`src/rtl/gs_sweep_ctrl.sv`:
```
// gs_sweep_ctrl: Gauss-Seidel sequencer (clear, b load, sweeps, ring-aligned drain).
// Optional GS_EARLY_EXIT_EN: conv_in ends SWEEP after a fully converged sweep; iters_used_out reports sweeps run.
module gs_sweep_ctrl #(
  parameter int N = 16,
  parameter int IDX_W = 4,
  parameter int ITER_W = 8
) (
  input  logic              clk_in,
  input  logic              rst_in,
  input  logic              start_in,
  input  logic [ITER_W-1:0] iters_in,
  input  logic              b_valid_in,
  input  logic [15:0]       b_in,
  output logic              b_ready_out,
  output logic              rf_rst_out,
  output logic              rf_en_out,
  output logic [15:0]       rf_b_out,
  input  logic [31:0]       x_in,
  output logic [IDX_W-1:0]  elem_idx_out,
  output logic              busy_out,
  output logic [31:0]       x_out,
  output logic              x_valid_out,
  input  logic              x_ready_in,
  output logic              done_out,
  output logic              err_out
`ifdef GS_EARLY_EXIT_EN
  ,
  input  logic              conv_in,
  output logic [ITER_W-1:0] iters_used_out
`endif
);
  typedef enum logic [2:0] {IDLE, CLR, LOAD, SWEEP, DRAIN} state_t;
  state_t state, state_nx;
  logic [IDX_W-1:0] load_cnt, phase, out_idx;
  logic [ITER_W-1:0] iters_q, iter_cnt;
  logic start_ok, beat, load_last, load_break, wrap, last_sweep, accept;
  assign start_ok = state == IDLE && start_in;
  assign beat = state == LOAD && b_valid_in;
  assign load_last = beat && load_cnt == IDX_W'(N - 1);
  assign load_break = state == LOAD && !b_valid_in && load_cnt != '0;
  assign wrap = state == SWEEP && phase == IDX_W'(N - 1);
`ifdef GS_EARLY_EXIT_EN
  logic conv_acc, conv_all;
  // conv_all: every element of the current sweep so far reported converged
  assign conv_all = conv_in && (phase == '0 || conv_acc);
  assign last_sweep = wrap && (iter_cnt + ITER_W'(1) == iters_q || conv_all);
`else
  assign last_sweep = wrap && iter_cnt + ITER_W'(1) == iters_q;
`endif
  assign b_ready_out = state == LOAD;
  assign rf_rst_out = start_ok;
  assign busy_out = state != IDLE;
  assign elem_idx_out = state == SWEEP ? phase : '0;
  assign x_valid_out = state == DRAIN && phase == out_idx;
  assign x_out = x_valid_out ? x_in : '0;
  assign accept = x_valid_out && x_ready_in;
  assign done_out = accept && out_idx == IDX_W'(N - 1);
  always_ff @(posedge clk_in or posedge rst_in)
    if (rst_in) state <= IDLE;
    else state <= state_nx;
  always_comb begin
    state_nx = state;
    unique case (state)
      IDLE:  state_nx = start_in ? CLR : IDLE;
      CLR:   state_nx = LOAD;
      LOAD:  state_nx = load_last ? SWEEP : load_break ? IDLE : LOAD;
      SWEEP: state_nx = last_sweep ? DRAIN : SWEEP;
      DRAIN: state_nx = done_out ? IDLE : DRAIN;
      default: state_nx = IDLE;
    endcase
  end
  always_ff @(posedge clk_in or posedge rst_in)
    if (rst_in) begin
      load_cnt  <= '0;
      phase     <= '0;
      out_idx   <= '0;
      iters_q   <= '0;
      iter_cnt  <= '0;
      rf_en_out <= 1'b0;
      rf_b_out  <= '0;
      err_out   <= 1'b0;
    end else begin
      rf_en_out <= beat;
      if (beat) rf_b_out <= b_in;
      if (start_ok) begin
        iters_q  <= iters_in == '0 ? ITER_W'(1) : iters_in;
        err_out  <= 1'b0;
        load_cnt <= '0;
        phase    <= '0;
        out_idx  <= '0;
        iter_cnt <= '0;
      end
      if (beat) load_cnt <= load_cnt + IDX_W'(1);
      if (load_break) err_out <= 1'b1;
      // phase tracks the free-running ring through SWEEP and DRAIN
      if (state == SWEEP || state == DRAIN) phase <= phase + IDX_W'(1);
      if (wrap) iter_cnt <= iter_cnt + ITER_W'(1);
      if (accept) out_idx <= out_idx + IDX_W'(1);
    end
`ifdef GS_EARLY_EXIT_EN
  always_ff @(posedge clk_in or posedge rst_in)
    if (rst_in) begin
      conv_acc       <= 1'b0;
      iters_used_out <= '0;
    end else begin
      if (state == SWEEP) conv_acc <= conv_all;
      if (start_ok) begin
        conv_acc       <= 1'b0;
        iters_used_out <= '0;
      end
      if (last_sweep) iters_used_out <= iter_cnt + ITER_W'(1);
    end
`endif
endmodule

```
`config.mk`:
```
export PLATFORM = sky130hd
export DESIGN_NAME = gs_sweep_ctrl
export DESIGN_NICKNAME = d
export VERILOG_FILES = /design/src/rtl/gs_sweep_ctrl.sv
export SDC_FILE = /design/constraint.sdc
export NUM_CORES = 1
export LEC_CHECK = 0
export BUFFER_PORTS_ARGS = -buffer_cell sky130_fd_sc_hd__clkbuf_2
export CORE_AREA = 2 2 85 87
export CTS_CLUSTER_SIZE = 12
export DETAILED_ROUTE_END_ITERATION = 8
export DIE_AREA = 0 0 87 89
export PLACE_DENSITY = 0.71
export SYNTH_ARGS = -nofsm -noshare
export SYNTH_HDL_FRONTEND = slang
export SYNTH_SLANG_ARGS = --single-unit
```
`constraint.sdc`:
```
create_clock -name clk_in -period 4.4 [get_ports clk_in]
set_clock_uncertainty 0.1 [all_clocks]
set_input_delay 0.88 -clock clk_in [delete_from_list [all_inputs] [get_ports clk_in]]
set_output_delay 0.88 -clock clk_in [all_outputs]
set_load 0.02 [all_outputs]
```
-- Word level (Yosys, flattened, before mapping)
Cells that the tools add are included.
- equality and inequality tests: 9
- reduce and logical (&&, ||, !) cells: 21
- $add $sub $neg: 4
- mux-type cells: 17
- operator list (kind ; count):
    $mux 32 ; 1
    $mux 8 ; 3
    $mux 4 ; 5
    $pmux 3 s5 ; 1
    $add 4x1->4 const B ; 3
    $eq 4x4->1 const B ; 3
    $logic_and 1x1->1 ; 10
    $reduce_bool 2->1 ; 5
    $add 8x1->8 const B ; 1
    $eq 8x8->1 ; 1
    $logic_not 8->1 ; 1
    $eq 3x2->1 const B ; 2
    $mux 3 ; 2
    $eq 4x4->1 ; 1
    $mux 2 ; 2
    $reduce_bool 4->1 ; 1
    $eq 3x1->1 const B ; 1
    $eq 3x3->1 const B ; 1
    $logic_not 3->1 ; 1
    $mux 1 ; 3
    $reduce_bool 3->1 ; 1
    $logic_not 1->1 ; 1
    $logic_or 1x1->1 ; 1
- word-level logic and storage cells: 60
- output and inout port bits: 59
- input port bits: 61
- bits in registers: 49

-- Depth between registers and ports, before layout
- depth in word-level cells: 6
- depth in mapped cells: 7
- gate-level depth less buffers: 6

-- Worst setup path after synthesis
OpenSTA, ideal clock, no wires.
- path type: reg2out
- from: register state[1]
- to: output x_out[22]
- setup slack: 1.709 ns
- cell stages (with the launch flop): 5
- path buffers: 1
- arrival time: 1.711 ns
- required time: 3.420 ns
- path through: dfrtp_1 or3b_4 nor2_1 clkbuf_1 and2_1
- longest elaborated chain between the ends: 3
- ends and longest elaborated chain (item ; RTL line ; source):
    start, declared ; 33 ; state_t state, state_nx;
    start signal, assigned ; 60 ; else state <= state_nx;
    $eq 3x3->1 ; 54 ; assign x_valid_out = state == DRAIN && phase == out_idx;
    $logic_and 1x1->1 ; 54 ;
    named net x_valid_out ; 22 ; output logic x_valid_out,
    $mux 32 ; 55 ; assign x_out = x_valid_out ? x_in : '0;
    end, declared ; 21 ; output logic [31:0] x_out,
The timed path passes the listed nets, and every way through them passes these cells.

-- Worst setup path after layout
- from: register state[2]
- to: output rf_rst_out
- longest elaborated chain between the ends: 2
- ends and longest elaborated chain (item ; RTL line ; source):
    $logic_not 3->1 ; 37 ; assign start_ok = state == IDLE && start_in;
    $logic_and 1x1->1 ; 37 ;
    end, declared ; 15 ; output logic rf_rst_out,
Every way passes these cells.

==> flow_summary.toml <==
[power_and_ir_drop]
clockPowerShare_pct = 19.1
p_leak_nw = 1.87
sw_frac_of_total_pct = 40.5
intPower_mw = 0.998
p_switching_mw = 0.680
powerDensity_nw_per_um2 = 496
ir_drop_mv = 0.171
p_comb_share_pct = 38.2
p_seq_share_pct = 42.6

[synth]
synth_common_cells = "nand2_1 (83), dfrtp_1 (49), and2_1 (40)"
synth_flop_cell = "dfrtp_1"
ys_warn_count = 0
ys_seq_area_share_pct = 46.5
synthTopCellsByArea = "dfrtp_1 (46%), nand2_1 (12%), and2_1 (9.5%)"
ys_types = 37
ys_async_sr_fraction_pct = 100
avgSynthCellArea_um2 = 8.56
synth-edff-count = 0
yosysMostFrequentCell = "nand2_1"
synth_fp_nets = 374
ys_ff_latch = 49
synth_area_um2 = 2640
yosys.area.top_type = "dfrtp_1"
syn_inst = 308
yosysTopAreaCellShare_pct = 46.5

[final_layout]
final_cell_area_um2 = 3380
final_nets = 487
diodes = 0
drive_above_1_share_pct = 31.5
fill_cells = 630
area_delta_synth_final_pct = 28.2

[place]
place.gp.congestion = 0.803
dpl_cell_area_um2 = 3270
io_buffers = 119
hpwl_um = 4890

[worst_setup_path]
reg2regPathDepth = 6
cp.required_ns = 3.42
end_kind = "output port"
crit_chain = "nor3_1 -> nand2_1 -> inv_1 -> clkbuf_2"
cp_slowest_cell = "dfrtp_1"
r2r_start = "state[2]$_DFF_PP0_"
cp.arrival_ns = 2.13
startpoint = "state[2]$_DFF_PP0_"
r2r_end = "load_cnt[2]$_DFFE_PP0P_"
critPathKind = "register to output port"
r2r_setup_slack_ns = 1.75
cp-endpoint = "rf_rst_out"
cp_slowest_stage_delay_ns = 0.43
startpoint_type = "register"
crit_path_max_fanout = 14

[sta]
period_minus_slack_ns = 3.11
fmax_ghz = 0.322
fin_crit_sh_pct = 70.7
hold_ws_ns = 0.384
tightestPinTransition_ns = 1.01
relSlewSlack_pct = 32.5
hold_violations = 0
fin_tns_setup_ns = 0
drv_slew = 0
rsz0062_at_grt = "false"
setup_violations = 0

[cts]
clock_sinks = 49
clockBufferDepth = 2
post_cts_buffers = 0
worstSkewPairLatency_ns = 0.30
cts_buffers = 5
cts.clk_slew.worst_paths_ns = 0.10
ctsHoldBuffers = 0
tritoncts = "yes"
cts_resized = 0
cts.htree.levels = 2
cts-root-buf = "clkbuf_8"

[die]
core_um2 = 6720
die_y_um = 89
initial_core_util_pct = 39.3
num_io_pins = 120
die_w_um = 87
rows = 30
dieArea_um2 = 7740

[worst_hold_path]
hold_path.class = "register to register"

[drt]
postRouteAntennaNets = 0
drc_errors = 0
initialDrtViolationCount = 142
wirelength_um = 6430
first_pass_iters = 4
wl_per_cell_um = 12.8
via_count = 2473
vias_per_cell = 4.93

[run_status]
status = "finished, final reports clean"

[global_route]
top_usage_layer = "met2"
grt_max_degree = 50
grt_overflow = 0
met1_usage_pct = 19.9
antenna_found_initial = 0
grt_pass1_vias = 2292
use_met3_pct = 2.49
grt_pass1_wl_um = 10300
track_usage_pct = 16.6
grt_use_met2_pct = 30.5

[run]
drv_cap = 0
cells in the final DEF (no fill, tap or decap), types with 2 or more instances in the layout:
master    instances
nor2_1           17
xor2_1            4
o21bai_1          2
a22o_1            4
nand2_1          83
clkbuf_8          5
nor3b_1           4
and3_1            3
o31ai_1           5
and2_1           40
a31oi_1           3
ha_1              5
xnor2_1           9
inv_1             6
nand4_1           4
nor3_1            5
o21ai_0          21
dfrtp_1          49
clkbuf_2        119
o41ai_1           2
a21oi_1           2
nor2b_1           3
nand3_1           9
power by group through the flow:
stage,Combinational [mW],Clock [mW],Sequential (mW)
CTS,0.649,0.328,0.717
global route,0.717,0.350,0.736
global placement,0.626,0,0.720
floorplan,0.357,0,0.794
detailed placement,0.648,0,0.724
finish,0.642,0.321,0.716
cells by family after synthesis:
logic type / Yosys count / synth area share, %
and+or+nand+nor: 174 / 31.6
DFF: 49 / 46.5
AOI/OAI and AO/OA: 45 / 11.2
buffers and inverters: 21 / 3.65
xor gates and xnor gates: 13 / 4.32
adders and majority gates: 5 / 2.37
muxes: 1 / 0.380
metrics by stage:
| stage | setup WS [ns] | std cells | power, mW | utilization (%) |
|---|---|---|---|---|
| global route | 1.07 | 502 | 1.80 | 50.3 |
| detailed placement | 1.51 | 494 | 1.37 | 48.7 |
| floorplan | 1.71 | 308 | 1.15 | - |
| global placement | 1.56 | 494 | 1.35 | 48.7 |
| CTS | 1.31 | 502 | 1.69 | 50.3 |
| finish | 1.29 | 502 | 1.68 | 50.3 |
cell type report:
type	instances	area (um^2)	area share, %
multi-input cells	238	1320	38.9
flip-flops and latches	49	1230	36.3
repair buffers	120	603	17.8
well taps	80	100	2.96
clock buffers	6	72.6	2.15
clock inverters	2	38.8	1.15
inverters	7	26.3	0.777
routing by layer:
metal | share of wire (%) | wire (um)
met1 | 42 | 2710
met2 | 52 | 3320
met3 | 5.1 | 331
met4 | 1.1 | 71
met5 | 0 | 0
worst max-delay path, delay by kind of cell, from the launching register on:
kind,cells,cell delay (ns)
simple gates,2,0.71
buf+inv,2,0.68
flops,1,0.43
worst min-delay path by stage:
| stage | startpoint | endpoint | slack, ns | cells past startpoint |
|---|---|---|---|---|
| floorplan | iters_q[4]$_DFFE_PP0P_ | iters_q[4]$_DFFE_PP0P_ | 0.37 | 2 |
| global placement | rf_b_out[0]$_DFFE_PP0N_ | rf_b_out[0]$_DFFE_PP0N_ | 0.36 | 2 |
| detailed placement | rf_b_out[14]$_DFFE_PP0N_ | rf_b_out[14]$_DFFE_PP0N_ | 0.36 | 2 |
| CTS | rf_b_out[14]$_DFFE_PP0N_ | rf_b_out[14]$_DFFE_PP0N_ | 0.39 | 2 |
| global route | rf_b_out[14]$_DFFE_PP0N_ | rf_b_out[14]$_DFFE_PP0N_ | 0.42 | 2 |
| finish | rf_b_out[14]$_DFFE_PP0N_ | rf_b_out[14]$_DFFE_PP0N_ | 0.38 | 2 |
flip-flops by register name (all words and copies together), names as in the netlist:
signal	cells
iter_cnt	8
err_out	1
iters_q	8
out_idx	4
rf_en_out	1
load_cnt	4
phase	4
rf_b_out	16
state	3
Note: power is estimated with default switching activity, not from simulation.
